==> src/rtl/wb_arb_pkg.sv <==
// Shared types for the writeback port arbiter: write-port payload, arbiter state, x0 constant.
// XLEN here sets the payload width for the whole block.
package wb_arb_pkg;

    localparam int XLEN = 32;
    localparam logic [4:0] REG_ZERO = 5'd0;

    typedef struct packed {
        logic [4:0]      rd;
        logic [XLEN-1:0] data;
    } rf_wr_t;

    typedef enum logic {
        NORMAL = 1'b0,
        FORCE  = 1'b1
    } arb_state_e;

endpackage

==> src/rtl/wb_skid_fifo.sv <==
// Small FIFO buffering secondary write-port results.
// The head is read straight from storage; a push and its first grant never share a cycle.
module wb_skid_fifo
    import wb_arb_pkg::*;
#(
    parameter int DEPTH = 2
) (
    input  logic   clk,
    input  logic   rst_n,
    input  logic   push,
    input  logic   pop,
    input  rf_wr_t wr,
    output rf_wr_t head,
    output logic   full,
    output logic   empty
);

    localparam int AW = $clog2(DEPTH);
    localparam logic [AW:0] FULL_CNT = (AW+1)'(DEPTH);

    rf_wr_t        mem [DEPTH];
    logic [AW-1:0] wr_ptr_reg;
    logic [AW-1:0] rd_ptr_reg;
    logic [AW:0]   count_reg;
    logic          push_ok;
    logic          pop_ok;

    assign full    = (count_reg == FULL_CNT);
    assign empty   = (count_reg == '0);
    assign push_ok = push && !full;
    assign pop_ok  = pop && !empty;
    assign head    = mem[rd_ptr_reg];

    // Storage carries no reset: entries are meaningless once the pointers clear.
    for (genvar gi = 0; gi < DEPTH; gi++) begin : g_entry
        always_ff @(posedge clk) begin
            if (push_ok && (wr_ptr_reg == AW'(gi))) begin
                mem[gi] <= wr;
            end
        end
    end

    always_ff @(posedge clk or negedge rst_n) begin
        if (!rst_n) begin
            wr_ptr_reg <= '0;
            rd_ptr_reg <= '0;
            count_reg  <= '0;
        end else begin
            if (push_ok) begin
                wr_ptr_reg <= wr_ptr_reg + AW'(1);
            end
            if (pop_ok) begin
                rd_ptr_reg <= rd_ptr_reg + AW'(1);
            end
            case ({push_ok, pop_ok})
                2'b10:   count_reg <= count_reg + (AW+1)'(1);
                2'b01:   count_reg <= count_reg - (AW+1)'(1);
                default: count_reg <= count_reg;
            endcase
        end
    end

endmodule

==> src/rtl/wb_port_arbiter.sv <==
// Arbitrates the register-file write port between core writeback (priority) and a buffered
// long-latency unit, with starvation-forced grants. Define WB_ARB_PERF_EN for perf counters.
module wb_port_arbiter
    import wb_arb_pkg::*;
#(
    parameter int DEPTH      = 2,
    parameter int STARVE_MAX = 4
) (
    input  logic            clk,
    input  logic            rst_n,
    input  logic            p_valid,
    input  logic [4:0]      p_rd,
    input  logic [XLEN-1:0] p_data,
    output logic            p_stall,
    input  logic            s_valid,
    output logic            s_ready,
    input  logic [4:0]      s_rd,
    input  logic [XLEN-1:0] s_data,
    output logic            s_pending,
    output logic            rf_we,
    output logic [4:0]      rf_rd,
    output logic [XLEN-1:0] rf_wdata
`ifdef WB_ARB_PERF_EN
    ,
    output logic [31:0]     perf_stall_cnt,
    output logic [31:0]     perf_full_cnt
`endif
);

    localparam int CW = $clog2(STARVE_MAX + 1);
    localparam logic [CW-1:0] STARVE_LIM = CW'(STARVE_MAX);

    arb_state_e    state_reg, state_next;
    logic [CW-1:0] starve_cnt_reg, starve_cnt_next;

    rf_wr_t s_entry;
    rf_wr_t p_entry;
    rf_wr_t fifo_head;
    rf_wr_t sel;
    logic   fifo_full;
    logic   fifo_empty;
    logic   fifo_push;
    logic   grant_p;
    logic   grant_s;

    assign s_entry   = '{rd: s_rd, data: s_data};
    assign p_entry   = '{rd: p_rd, data: p_data};

    // Outputs are gated by rst_n so they read 0 for the whole reset assertion.
    assign s_ready   = rst_n && !fifo_full;
    assign fifo_push = s_valid && s_ready;
    assign s_pending = rst_n && !fifo_empty;

    wb_skid_fifo #(
        .DEPTH (DEPTH)
    ) u_fifo (
        .clk   (clk),
        .rst_n (rst_n),
        .push  (fifo_push),
        .pop   (grant_s),
        .wr    (s_entry),
        .head  (fifo_head),
        .full  (fifo_full),
        .empty (fifo_empty)
    );

    always_ff @(posedge clk or negedge rst_n) begin
        if (!rst_n) begin
            state_reg      <= NORMAL;
            starve_cnt_reg <= '0;
        end else begin
            state_reg      <= state_next;
            starve_cnt_reg <= starve_cnt_next;
        end
    end

    always_comb begin
        grant_p         = 1'b0;
        grant_s         = 1'b0;
        state_next      = NORMAL;
        starve_cnt_next = starve_cnt_reg;

        case (state_reg)
            NORMAL: begin
                if (p_valid) begin
                    grant_p = 1'b1;
                end else if (!fifo_empty) begin
                    grant_s = 1'b1;
                end
            end
            FORCE: begin
                grant_s = !fifo_empty;
            end
            default: begin
                grant_p = p_valid;
            end
        endcase

        if (fifo_empty || grant_s) begin
            starve_cnt_next = '0;
        end else if (starve_cnt_reg < STARVE_LIM) begin
            starve_cnt_next = starve_cnt_reg + CW'(1);
        end

        // FORCE is a single cycle: its head grant clears the counter, so it never re-arms itself.
        if ((state_reg == NORMAL) && (starve_cnt_next == STARVE_LIM)) begin
            state_next = FORCE;
        end
    end

    always_comb begin
        sel = '0;
        if (grant_s) begin
            sel = fifo_head;
        end else if (grant_p) begin
            sel = p_entry;
        end
    end

    assign p_stall  = rst_n && p_valid && !grant_p;
    assign rf_we    = rst_n && (grant_p || grant_s) && (sel.rd != REG_ZERO);
    assign rf_rd    = rst_n ? sel.rd : 5'd0;
    assign rf_wdata = rst_n ? sel.data : '0;

`ifdef WB_ARB_PERF_EN
    logic [31:0] perf_stall_reg;
    logic [31:0] perf_full_reg;

    always_ff @(posedge clk or negedge rst_n) begin
        if (!rst_n) begin
            perf_stall_reg <= '0;
            perf_full_reg  <= '0;
        end else begin
            if (p_stall && (perf_stall_reg != '1)) begin
                perf_stall_reg <= perf_stall_reg + 32'd1;
            end
            if (s_valid && !s_ready && (perf_full_reg != '1)) begin
                perf_full_reg <= perf_full_reg + 32'd1;
            end
        end
    end

    assign perf_stall_cnt = perf_stall_reg;
    assign perf_full_cnt  = perf_full_reg;
`endif

endmodule

==> config.mk <==
export PLATFORM = sky130hd
export DESIGN_NAME = wb_port_arbiter
export DESIGN_NICKNAME = d
export VERILOG_FILES = /design/src/rtl/wb_arb_pkg.sv /design/src/rtl/wb_skid_fifo.sv /design/src/rtl/wb_port_arbiter.sv
export SDC_FILE = /design/constraint.sdc
export NUM_CORES = 1
export LEC_CHECK = 0
export BUFFER_PORTS_ARGS = -buffer_cell sky130_fd_sc_hd__buf_4
export CAP_MARGIN = 30
export CORE_UTILIZATION = 25
export DETAILED_ROUTE_END_ITERATION = 16
export REMOVE_ABC_BUFFERS = 1
export SLEW_MARGIN = 5
export SYNTH_ARGS = -nofsm -noshare
export SYNTH_HDL_FRONTEND = slang
export SYNTH_HIERARCHICAL = 1
export SYNTH_SLANG_ARGS = --single-unit
==> constraint.sdc <==
create_clock -name clk -period 3.4 [get_ports clk]
set_clock_uncertainty 0.1 [all_clocks]
set_input_delay 0.68 -clock clk [delete_from_list [all_inputs] [get_ports clk]]
set_output_delay 0.68 -clock clk [all_outputs]
set_load 0.005 [all_outputs]
# Word level (Yosys, flattened, before mapping)
# Memories as Yosys holds them, arrays and structs flattened.
# Cells that the tools add are included.
[op_classes] bitwise_logic=2 n_reduce_logical=21 n_lt_le_gt_ge=1 eq_ne=4 add_sub_neg=5 mux=20
[op_table] cell="$mux 37" n=3
[op_table] cell="$reduce_or 37->1" n=1
[op_table] cell="$mux 32" n=1
[op_table] cell="$logic_and 1x1->1" n=12
[op_table] cell="$mux 1" n=11
[op_table] cell="$mux 3" n=2
[op_table] cell="$mux 5" n=1
[op_table] cell="$reduce_bool 5->1" n=1
[op_table] cell="$eq 2x2->1 const B" n=2
[op_table] cell="$pmux 2 s2" n=1
[op_table] cell="$add 3x1->3 const B" n=1
[op_table] cell="$eq 3x3->1 const B" n=1
[op_table] cell="$logic_not 1->1" n=3
[op_table] cell="$lt 3x3->1 const B" n=1
[op_table] cell="$add 1x1->1 const B" n=2
[op_table] cell="$add 2x1->2 const B" n=1
[op_table] cell="$eq 2x1->1 const B" n=1
[op_table] cell="$logic_not 2->1" n=1
[op_table] cell="$logic_or 1x1->1" n=2
[op_table] cell="$not 1->1" n=2
[op_table] cell="$pmux 1 s2" n=1
[op_table] cell="$reduce_bool 2->1" n=1
[op_table] cell="$sub 2x1->2 const B" n=1
[totals] mem_bits_rw=74 register_bits=8 input_bits=78 elab_cells=59 memories=1 out_inout_bits=41
[memory_table] memory="u_fifo.mem" words=2 width=37 rd=1 rd_clocked_by_memory_dff=0 wr=1 line="wb_skid_fifo.sv:21" text="rf_wr_t mem [DEPTH];"

# Logic depth before layout (Yosys ltp)
[depth] ltp_word=10 depth_mapped=9

# Hierarchy
# Netlist, hierarchy kept.
[by_module_without_submodules] mod="wb_skid_fifo" seq_area_each_um2=2322.2 cells_per_inst=133 n_inst=1 area_each_um2=2949.1
[by_module_without_submodules] mod="wb_port_arbiter" seq_area_each_um2=100.1 cells_per_inst=154 n_inst=1 area_each_um2=1179.9

# Least setup slack after synthesis
# OpenSTA, ideal clock, no wires.
[synth_path] path_type="in2reg" from="input port rst_n" to="memory u_fifo/mem[0][0] (netlist bit), enable pin" n_path_buf=0 t_arrival_ns=2.658 slack_ns=0.211 setup_ns=0.431 path_stages=4 cell_sequence="nor2b_1 -> and2_1 -> nand2_1 -> nor2_1"
[synth_via] elab_chain_len=8 elab_cells_between_ends=12
[synth_rtl] element="start: declaration" line="wb_port_arbiter.sv:10" text="input logic rst_n,"
[synth_rtl] element="$logic_and 1x1->1 *" line="wb_port_arbiter.sv:50" text="assign s_ready = rst_n && !fifo_full;"
[synth_rtl] element="$logic_and 1x1->1 *" line="wb_port_arbiter.sv:51" text="assign fifo_push = s_valid && s_ready;"
[synth_rtl] element="named net fifo_push" line="wb_port_arbiter.sv:42" text="logic fifo_push;"
[synth_rtl] element="$logic_and 1x1->1 *" line="wb_skid_fifo.sv:30" text="assign push_ok = push && !full;"
[synth_rtl] element="$logic_and 1x1->1" line="wb_skid_fifo.sv:37" text="if (push_ok && (wr_ptr_reg == AW'(gi))) begin"
[synth_rtl] element="$mux 1" line="wb_skid_fifo.sv:37"
[synth_rtl] element="$mux 1 (not written as such)" line="wb_skid_fifo.sv:38" text="mem[gi] <= wr;"
[synth_rtl] element="$reduce_or 37->1 (no line)"
[synth_rtl] element="$mux 1 (no line)"
[synth_rtl] element="end: declaration" line="wb_skid_fifo.sv:21"
# Mark *: on every way through the listed nets, which the timed path passes. The rest lies on a longest branch.

==> impl_metrics.env <==
export IMPL_run_status="complete, no violations"
export IMPL_die_h_microns=131
export IMPL_port_buffers=118
export IMPL_largest_register_ffs=74
export IMPL_worstSkewPairLatency_ns=0.34
export IMPL_antenna_left=0
export IMPL_tightest_slew_ns=0.534
export IMPL_setup_total_negative_slack_ns=0
export IMPL_ys_seq_elements=82
export IMPL_p_switching_mw=1.01
export IMPL_netlist_area_sq_um=4130
export IMPL_ratio_of_cells_with_drive_above_1_in_the_final_layout_pct=49.5
export IMPL_ys_top_cells_by_area="edfxtp_1, mux2_4, dfrtp_1, mux2_2, nand3b_1"
export IMPL_syn_avg_cell_area_sq_um=14.4
export IMPL_yosys_cell_count_top_type="edfxtp_1"
export IMPL_internal_power_mw=2.57
export IMPL_gpl_final_weighted_congestion=0.666
export IMPL_start_util_pct=25.8
export IMPL_number_of_antenna_violations_at_the_first_check_in_global_routing=0
export IMPL_h_tree_depth=3
export IMPL_tritoncts="built"
export IMPL_path_cells="buf_12, mux2_4, nor3b_1, a21oi_1, nor2b_1, buf_4"
export IMPL_cts_bufs_inserted=9
export IMPL_power_density_nw_per_um2=650
export IMPL_synthesis_yosys_warnings=6
export IMPL_cts_repair_resize_count=0
export IMPL_leakage_nw=2.20
export IMPL_post_synth_most_frequent_cells="edfxtp_1, nand2_1, nand3b_1"
export IMPL_rsz0062_at_grt="false"
export IMPL_grt_start_max_net_pins=38
export IMPL_pwr_share_clk_pct=28.2
export IMPL_globalRoute_totalOverflow=0
export IMPL_worstSetupStartpointType="flop"
export IMPL_layout_cell_area_non_filler_sq_um=5510
export IMPL_root_buffer="clkbuf_16"
export IMPL_cts_max_path_buffers=2
export IMPL_critPathArrivalTime_ns=2.19
export IMPL_synth_edff_count=74
export IMPL_cts_sinks=82
export IMPL_via_per_inst=4.17
export IMPL_min_period_ns=2.97
export IMPL_route_final_wire_length_microns=9350
export IMPL_row_count=46
export IMPL_track_usage_pct=11.3
export IMPL_dpl_instance_area_sq_um=5200
export IMPL_fin_crit_sh_pct=87.4
export IMPL_ys_seq_area_share_pct=58.7
export IMPL_syn2layout_area_growth_pct=33.5
export IMPL_wl_per_cell_microns=15.0
export IMPL_yosysTopAreaCell="edfxtp_1"
export IMPL_synth_main_ff_cell="edfxtp_1"
export IMPL_cpMaxStageDelayCell="dfrtp_2"
export IMPL_netlist_area_leader_share_pct=53.8
export IMPL_postCtsSetupRepairBufs=0
export IMPL_finalSetupViolations=0
export IMPL_setup_worst_path_class="flop to output port"
export IMPL_die_boundary_width_microns=131
export IMPL_cpPeakStageDelay_ns=0.66
export IMPL_drt_iter0_markers=93
export IMPL_endpoint_kind="output port"
export IMPL_timing_fmax_mhz=336
export IMPL_timing_final_hold_violations=0
export IMPL_ir_worst_vdd_mv=0.284
export IMPL_first_pass_detailed_route_iteration_total=4
export IMPL_hold_path_class="primary input to async pin"
export IMPL_pin_count=119
export IMPL_dieArea_sq_um=17000
export IMPL_synthesis_instances=287
export IMPL_drt_drc_violations_left=0
export IMPL_synthArstFlopShare_pct=9.76
export IMPL_cts_hold_repair_buffers=0
export IMPL_vias=2601
export IMPL_p_seq_share_pct=38.5
export IMPL_yosys_cell_types_count=37
export IMPL_place_detailed_hpwl_microns=6330
export IMPL_grt_pass1_wl_microns=13800
export IMPL_worst_slew_margin_rel_pct=64.4
export IMPL_worst_r2r_setup_slack_ns=1.16
export IMPL_final_nets=483
export IMPL_critical_path_peak_fanout=25
export IMPL_finalMaxSlewViolations=0
export IMPL_layout_filler_cells=1622
export IMPL_diodes=0
export IMPL_first_global_vias=2541
export IMPL_comb_power_share_pct=33.3
export IMPL_worst_endpoint_required_ns=2.62
export IMPL_clk_pin_slew_ns=0.06
export IMPL_coreArea_sq_um=16000
export IMPL_maxCapViolations=0
export IMPL_sw_frac_of_total_pct=28.3
==> power by group through the flow <==
stage / registers [mW] / logic (mW) / clock network, mW
after global routing: 1.40 / 1.31 / 1.08
final: 1.38 / 1.19 / 1.01
after detailed placement: 1.40 / 1.22 / 0
after floorplan: 1.41 / 0.748 / 0
after global placement: 1.39 / 1.20 / 0
after CTS: 1.38 / 1.23 / 1.05
==> worst max-delay path: cells and delay by family (launching register included) <==
kind / cells / cell delay [ns]
buffers and inverters: 2 / 0.42
DFF: 1 / 0.66
muxes: 1 / 0.31
and+or+nand+nor: 2 / 0.23
AOI/OAI and AO/OA: 1 / 0.22
==> worst paths after layout <==
check	start	cells after the start	to
worst max-delay path	u_fifo/rd_ptr_reg	6	rf_rd[3]
worst min-delay path	rst_n	1	starve_cnt_reg[1]
min in group clk	s_data[27]	1	u_fifo/mem[0][27]
worst max register to register	u_fifo/count_reg[1]	7	u_fifo/count_reg[1]
max in group asynchronous	rst_n	2	u_fifo/rd_ptr_reg
worst min register to register	u_fifo/wr_ptr_reg	1	u_fifo/wr_ptr_reg
==> layer usage <==
layer / part of all wire (%) / up-vias / global-route usage (%)
met2: 50 / 69 / 19.4
met4: 2.0 / 0 / 5.68
met5: 0 / - / 0
li1: - / 1281 / -
met1: 43 / 1238 / 13.2
met3: 4.8 / 13 / 2.65
==> through the flow <==
| step | instances | hold slack (ns) | total power [mW] | utilization, % | setup WS [ns] |
|---|---|---|---|---|---|
| 2_1_floorplan | 266 | 0.284 | 2.16 | - | 0.211 |
| 3_3_place_gp | 608 | 0.428 | 2.59 | 32.5 | 0.734 |
| 3_5_place_dp | 608 | 0.438 | 2.62 | 32.5 | 0.719 |
| 4_1_cts | 624 | 0.122 | 3.66 | 34.5 | 0.348 |
| 5_1_grt | 624 | 0.139 | 3.79 | 34.5 | 0.297 |
| 6_report | 624 | 0.129 | 3.58 | 34.5 | 0.428 |
==> placed cells by master, fill, tap and decap left out, types with 2 or more instances in the layout <==
master     netlist  routed
buf_4            4     124
edfxtp_1        74      74
nand2_1         33      33
nand3b_1        24      24
a21boi_1        21      21
mux2_4          20      20
mux2_2          17      17
nor2b_1         11      10
clkbuf_16        0       9
nand3b_2         8       8
a21boi_2         8       8
dfrtp_1          8       7
mux2i_1          5       5
nor2_1           6       4
nor3_1           4       4
xor2_1           3       3
a21boi_0         3       3
clkinv_1         0       3
xnor2_1          3       3
a21oi_1          2       2
ha_1             2       2
bufinv_16        0       2
nor2_4           0       2
buf_12           3       2
==> area by class of cell <==
cell class | count | area, sq um | share of cell area (%)
Sequential cell | 82 | 2420 | 44.0
Multi-Input combinational cell | 183 | 1540 | 27.9
Timing Repair Buffer | 126 | 971 | 17.6
Tap cell | 216 | 270 | 4.90
Clock buffer | 9 | 225 | 4.08
Clock inverter | 7 | 83.8 | 1.52
Inverter | 1 | 3.75 | 0.0681
==> logic make-up after synthesis <==
| group | Yosys count | share of synthesized area, % |
|---|---|---|
| xor gates and xnor gates | 6 | 1.27 |
| DFF | 82 | 58.7 |
| buffers and inverters | 22 | 4.70 |
| muxes | 42 | 13.1 |
| AOI/OAI and AO/OA | 35 | 7.00 |
| and+or+nand+nor | 98 | 14.6 |
| adders and majority gates | 2 | 0.606 |
No activity file was read; power rests on OpenSTA's default activity.
